$ cat config.mk
export PLATFORM = sky130hd
export DESIGN_NAME = maze_mem_scheduler
export DESIGN_NICKNAME = d
export VERILOG_FILES = /design/src/rtl/maze_mem_scheduler.sv
export SDC_FILE = /design/constraint.sdc
export NUM_CORES = 1
export LEC_CHECK = 0
export CAP_MARGIN = 20
export CORE_UTILIZATION = 50
export DETAILED_ROUTE_END_ITERATION = 16
export PLACE_DENSITY = 0.85
export SYNTH_ARGS = -nofsm -noshare
export SYNTH_HDL_FRONTEND = slang
export SYNTH_SLANG_ARGS = --single-unit
$ cat constraint.sdc
create_clock -name i_clk -period 4.6 [get_ports i_clk]
set_clock_uncertainty 0.05 [all_clocks]
set_input_delay 1.15 -clock i_clk [delete_from_list [all_inputs] [get_ports i_clk]]
set_output_delay 1.15 -clock i_clk [all_outputs]
set_load 0.01 [all_outputs]
$ cat src/rtl/maze_mem_scheduler.sv
// maze_mem_scheduler: arbitrates the maze cell memory between host cell access and solver neighbour scans
module maze_mem_scheduler #(
    parameter int N  = 16,
    parameter int AW = 4
) (
    input  logic          i_clk,
    input  logic          i_rst,
    input  logic          i_h_req,
    input  logic          i_h_we,
    input  logic [AW-1:0] i_h_row,
    input  logic [AW-1:0] i_h_col,
    input  logic          i_h_wdata,
    output logic          o_h_gnt,
    output logic          o_h_rvalid,
    output logic          o_h_rdata,
    input  logic          i_s_req,
    input  logic [AW-1:0] i_s_row,
    input  logic [AW-1:0] i_s_col,
    output logic          o_s_gnt,
    output logic          o_s_done,
    output logic [3:0]    o_s_moves,
    output logic          o_m_en,
    output logic          o_m_we,
    output logic [AW-1:0] o_m_row,
    output logic [AW-1:0] o_m_col,
    output logic          o_m_wdata,
    input  logic          i_m_rdata
);
    typedef enum logic [1:0] {IDLE, SCAN, WAIT} state_t;
    state_t        r_state, w_next;
    logic          r_pri;
    logic [1:0]    r_dir;
    logic [AW-1:0] r_row, r_col;
    logic [2:0]    r_acc;
    logic          r_inb;
    logic [3:0]    r_s_moves;
    logic          r_s_done;
    logic          r_h_rvalid;
    logic          w_idle, w_scan, w_h_gnt, w_s_gnt, w_inb, w_bit;
    logic [AW:0]   w_nr, w_nc;
    assign w_idle  = (r_state == IDLE) && !i_rst;
    assign w_scan  = r_state == SCAN;
    assign w_h_gnt = w_idle && i_h_req && (!i_s_req || !r_pri);
    assign w_s_gnt = w_idle && i_s_req && (!i_h_req || r_pri);
    // one extra bit lets underflow (0-1) and overflow (N-1+1) both show up as >= N
    assign w_nr  = {1'b0, r_row} + ((r_dir == 2'd0) ? {(AW+1){1'b1}} : (r_dir == 2'd2) ? (AW+1)'(1) : '0);
    assign w_nc  = {1'b0, r_col} + ((r_dir == 2'd3) ? {(AW+1){1'b1}} : (r_dir == 2'd1) ? (AW+1)'(1) : '0);
    assign w_inb = (w_nr < (AW+1)'(N)) && (w_nc < (AW+1)'(N));
    assign w_bit = r_inb & ~i_m_rdata;
    // state register
    always_ff @(posedge i_clk) begin
        r_state <= i_rst ? IDLE : w_next;
    end
    // next state: a scan is four SCAN cycles plus one WAIT to collect the last read
    always_comb begin
        w_next = (r_state == IDLE) ? (w_s_gnt ? SCAN : IDLE) :
                 (r_state == SCAN) ? ((r_dir == 2'd3) ? WAIT : SCAN) : IDLE;
    end
    // outputs: host drives memory directly in its grant cycle, scans drive in-bounds neighbour reads
    always_comb begin
        o_h_gnt   = w_h_gnt;
        o_s_gnt   = w_s_gnt;
        o_m_en    = w_h_gnt || (w_scan && w_inb);
        o_m_we    = w_h_gnt && i_h_we;
        o_m_wdata = w_h_gnt && i_h_we && i_h_wdata;
        o_m_row   = w_h_gnt ? i_h_row : (w_scan && w_inb) ? w_nr[AW-1:0] : '0;
        o_m_col   = w_h_gnt ? i_h_col : (w_scan && w_inb) ? w_nc[AW-1:0] : '0;
    end
    // datapath: priority toggle, scan latch, move accumulation shifted in as reads return
    always_ff @(posedge i_clk) begin
        if (i_rst) begin
            r_pri      <= 1'b0;
            r_dir      <= '0;
            r_row      <= '0;
            r_col      <= '0;
            r_acc      <= '0;
            r_inb      <= 1'b0;
            r_s_moves  <= '0;
            r_s_done   <= 1'b0;
            r_h_rvalid <= 1'b0;
        end else begin
            r_h_rvalid <= w_h_gnt && !i_h_we;
            r_s_done   <= r_state == WAIT;
            if (w_h_gnt) r_pri <= 1'b1;
            else if (w_s_gnt) r_pri <= 1'b0;
            if (w_s_gnt) begin
                r_row <= i_s_row;
                r_col <= i_s_col;
                r_acc <= '0;
                r_dir <= '0;
            end
            if (w_scan) begin
                r_dir <= r_dir + 2'd1;
                r_inb <= w_inb;
                r_acc <= {w_bit, r_acc[2:1]};
            end
            if (r_state == WAIT) r_s_moves <= {w_bit, r_acc};
        end
    end
    assign o_h_rvalid = r_h_rvalid;
    assign o_h_rdata  = r_h_rvalid & i_m_rdata;
    assign o_s_done   = r_s_done;
    assign o_s_moves  = r_s_moves;
endmodule

==> run summary <==
vias in the first global route: 1197
total gr overflow: 0
max capacitance violation total: 0
most frequent cell after synthesis: nand2_1
worst min path class: reg2reg
Final Hold Violating Endpoints: 0
Max Buffers Root-to-Sink: 2
Primary FF master, synth: dfxtp_1
CP max stage cell: clkdlybuf4s50_1
startpoint type of the worst setup path: flip-flop
period utilization: 0.971
Via Count: 1330
syn nets: 204
Die ar.: 3010 µm²
Yosys cell types: 39
number of fill cells: 225
LEAKAGE: 0.775 nW
CP Launch Point: r_dir[0]$_SDFFE_PP0P_
cell family with most CP delay: adder cells
Worst slew margin: 0.682
DRT Pass-1 Iters: 4
clk sinks: 23
largest net degree at the start of global routing: 24
drt wl/cell: 14.4 µm
commonest cells in the netlist: 29 x nand2_1, 23 x dfxtp_1, 18 x a21oi_1, 13 x ha_1, 8 x nand3_1
final core occ: 0.726
critical path type: reg2out
ant diodes: 0
Mapped Cells: 168
worst-path cell chain: ha_1 -> or2_2 -> ha_1 -> ha_1 -> or2_2 -> a211oi_2 -> o211a_1 -> a32o_1 -> clkdlybuf4s50_1
crit path max fanout: 7
CP max stage delay: 0.54 ns
IO Pins: 43
Layout area overhead: 33.6%
HP Start: r_inb$_SDFFE_PP0P_
Syn Area/Cell: 8.30 µm²
Mapped Area: 1400 µm²
Vias/cell: 5.59
Initial Util: 0.543
synth top area cells: dfxtp_1 33%, ha_1 12%, nand2_1 7.8%
initial antenna violation count: 0
clk slew on worst S/H paths: 0.13 ns
FF+latch count, synth: 23
Post-synth EDFFs: 0
status: completed
Bufs and invs on worst path: 1
Data arrival, critical path: 3.26 ns
overall die width: 54.8 µm
Synth top area share: 0.330
CP endpoint kind: output pin
row count: 18
clk root buf: clkbuf_4
Die Y: 54.8 µm
GPL Wtd Cong: 0.738
reg2reg start: r_dir[0]$_SDFFE_PP0P_
pre-CTS setup slack: 0.318 ns
final net count: 245
critical path's most frequent cell: ha_1
CP required: 3.40 ns
number of port buffers: 42
worst vdd ir: 0.250 mV
fin. max-slew vios: 0
worst skew pair latency: 0.31 ns
ys async rst share: 0
antenna-violating nets left: 0
CTS tree: yes
core region area: 2570 µm²
DRC violations left: 0
WL final: 3420 µm
FMAX: 224 MHz
first-pass GRT wire length: 5230 µm
Max H-tree Level: 1
Final Setup Violations: 0
total CTS buffers: 3
Post-Route Setup TNS: 0 ns
DP Wirelength: 2690 µm
pwr/cell area: 215 nW/µm²
Slew @ Worst Pin: 0.478 ns
register area share after synthesis: 0.330
dominant cell type by area after synthesis: dfxtp_1
final setup margin: 0.135 ns
Min Clock Period, post-route: 4.46 ns
Starting DRT DRC Count: 23
unrepaired setup endpoints after global routing: no
layout cells sized above 1: 0.0769
gr usage total: 0.247
Yosys Warn Count: 0
[cell type report]
cell class | instances | area, µm² | area share
repair buffers | 44 | 435 | 0.234
clock buffers | 3 | 22.5 | 0.0121
inverters | 6 | 27.5 | 0.0148
flip-flops and latches | 23 | 462 | 0.248
clock inverters | 1 | 5.00 | 0.00268
well taps | 30 | 37.5 | 0.0201
multi-input cells | 131 | 875 | 0.469
[report_power, final]
group	leakage, nW	switching (mW)	internal [mW]
registers	0.187	0.00628	0.205
logic	0.570	0.0429	0.0528
clock network	0.0177	0.0610	0.0325
[metal layers]
layer  wire (µm)  track usage  vias to the layer above
met1        1480        0.303                      611
met3         174       0.0444                        6
met5           0            0                        -
met4          36       0.0726                        0
met2        1730        0.434                       48
li1            -            -                      665
[final timing paths]
kind / slack [ns] / endpoint / depth (start not counted)
setup reg to reg: 1.96 / r_inb$_SDFFE_PP0P_ / 9
setup / recovery: 0.14 / o_m_col[3] / 9
hold / removal: 0.41 / r_inb$_SDFFE_PP0P_ / 2
hold reg to reg: 0.41 / r_inb$_SDFFE_PP0P_ / 2
[registers in the layout, indices dropped and copies added, names as in the netlist]
name        count
r_pri           1
r_row           4
o_s_done        1
r_inb           1
r_dir           2
r_col           4
o_s_moves       4
o_h_rvalid      1
r_acc           3
r_state         2
[cell usage in the layout, fill, tap and decap left out, types with 4 or more instances in the layout]
cell              n
a21oi_1          18
clkdlybuf4s50_1  42
nand2_1          29
nor2_1            7
inv_1             5
dfxtp_1          22
nand3_1           8
nor2b_1           5
ha_1             13
mux2i_1           4
a22o_1            4
[tightest hold or removal path, delay by kind of cell (launching register included)]
kind               cells  cell delay (ns)
and+or+nand+nor        1             0.05
DFF                    1             0.33
AOI/OAI and AO/OA      1             0.05
[kinds of logic (layout without fill, tap and decap cells)]
kind of cell	after synthesis	count (layout)	share of synthesized area
buffers and inverters	14	54	0.0466
XOR/XNOR	6	6	0.0377
flip-flops	23	23	0.330
multiplexers	4	4	0.0287
adder cells (fa/ha/maj)	13	13	0.117
AO/OA/AOI/OAI	39	39	0.188
AND/OR/NAND/NOR	69	69	0.252
[through the flow]
| stage | area [µm²] | hold WS, ns | instances | power (mW) |
|---|---|---|---|---|
| 6_report | 1860 | 0.414 | 238 | 0.400 |
| 5_1_grt | 1860 | 0.437 | 238 | 0.421 |
| 4_1_cts | 1850 | 0.416 | 237 | 0.400 |
| 3_5_place_dp | 1820 | 0.399 | 233 | 0.310 |
| 3_3_place_gp | 1820 | 0.392 | 233 | 0.307 |
| 2_1_floorplan | 1400 | 0.382 | 168 | 0.266 |
[timing repair]
action                     in CTS  in global routing
buffers inserted                0                  1
setup endpoints to repair       0                  7
hold buffers                    0                  0
hold endpoints to repair        0                  0
gates resized for setup         0                  5
Note: power is estimated with default switching activity, not from simulation.
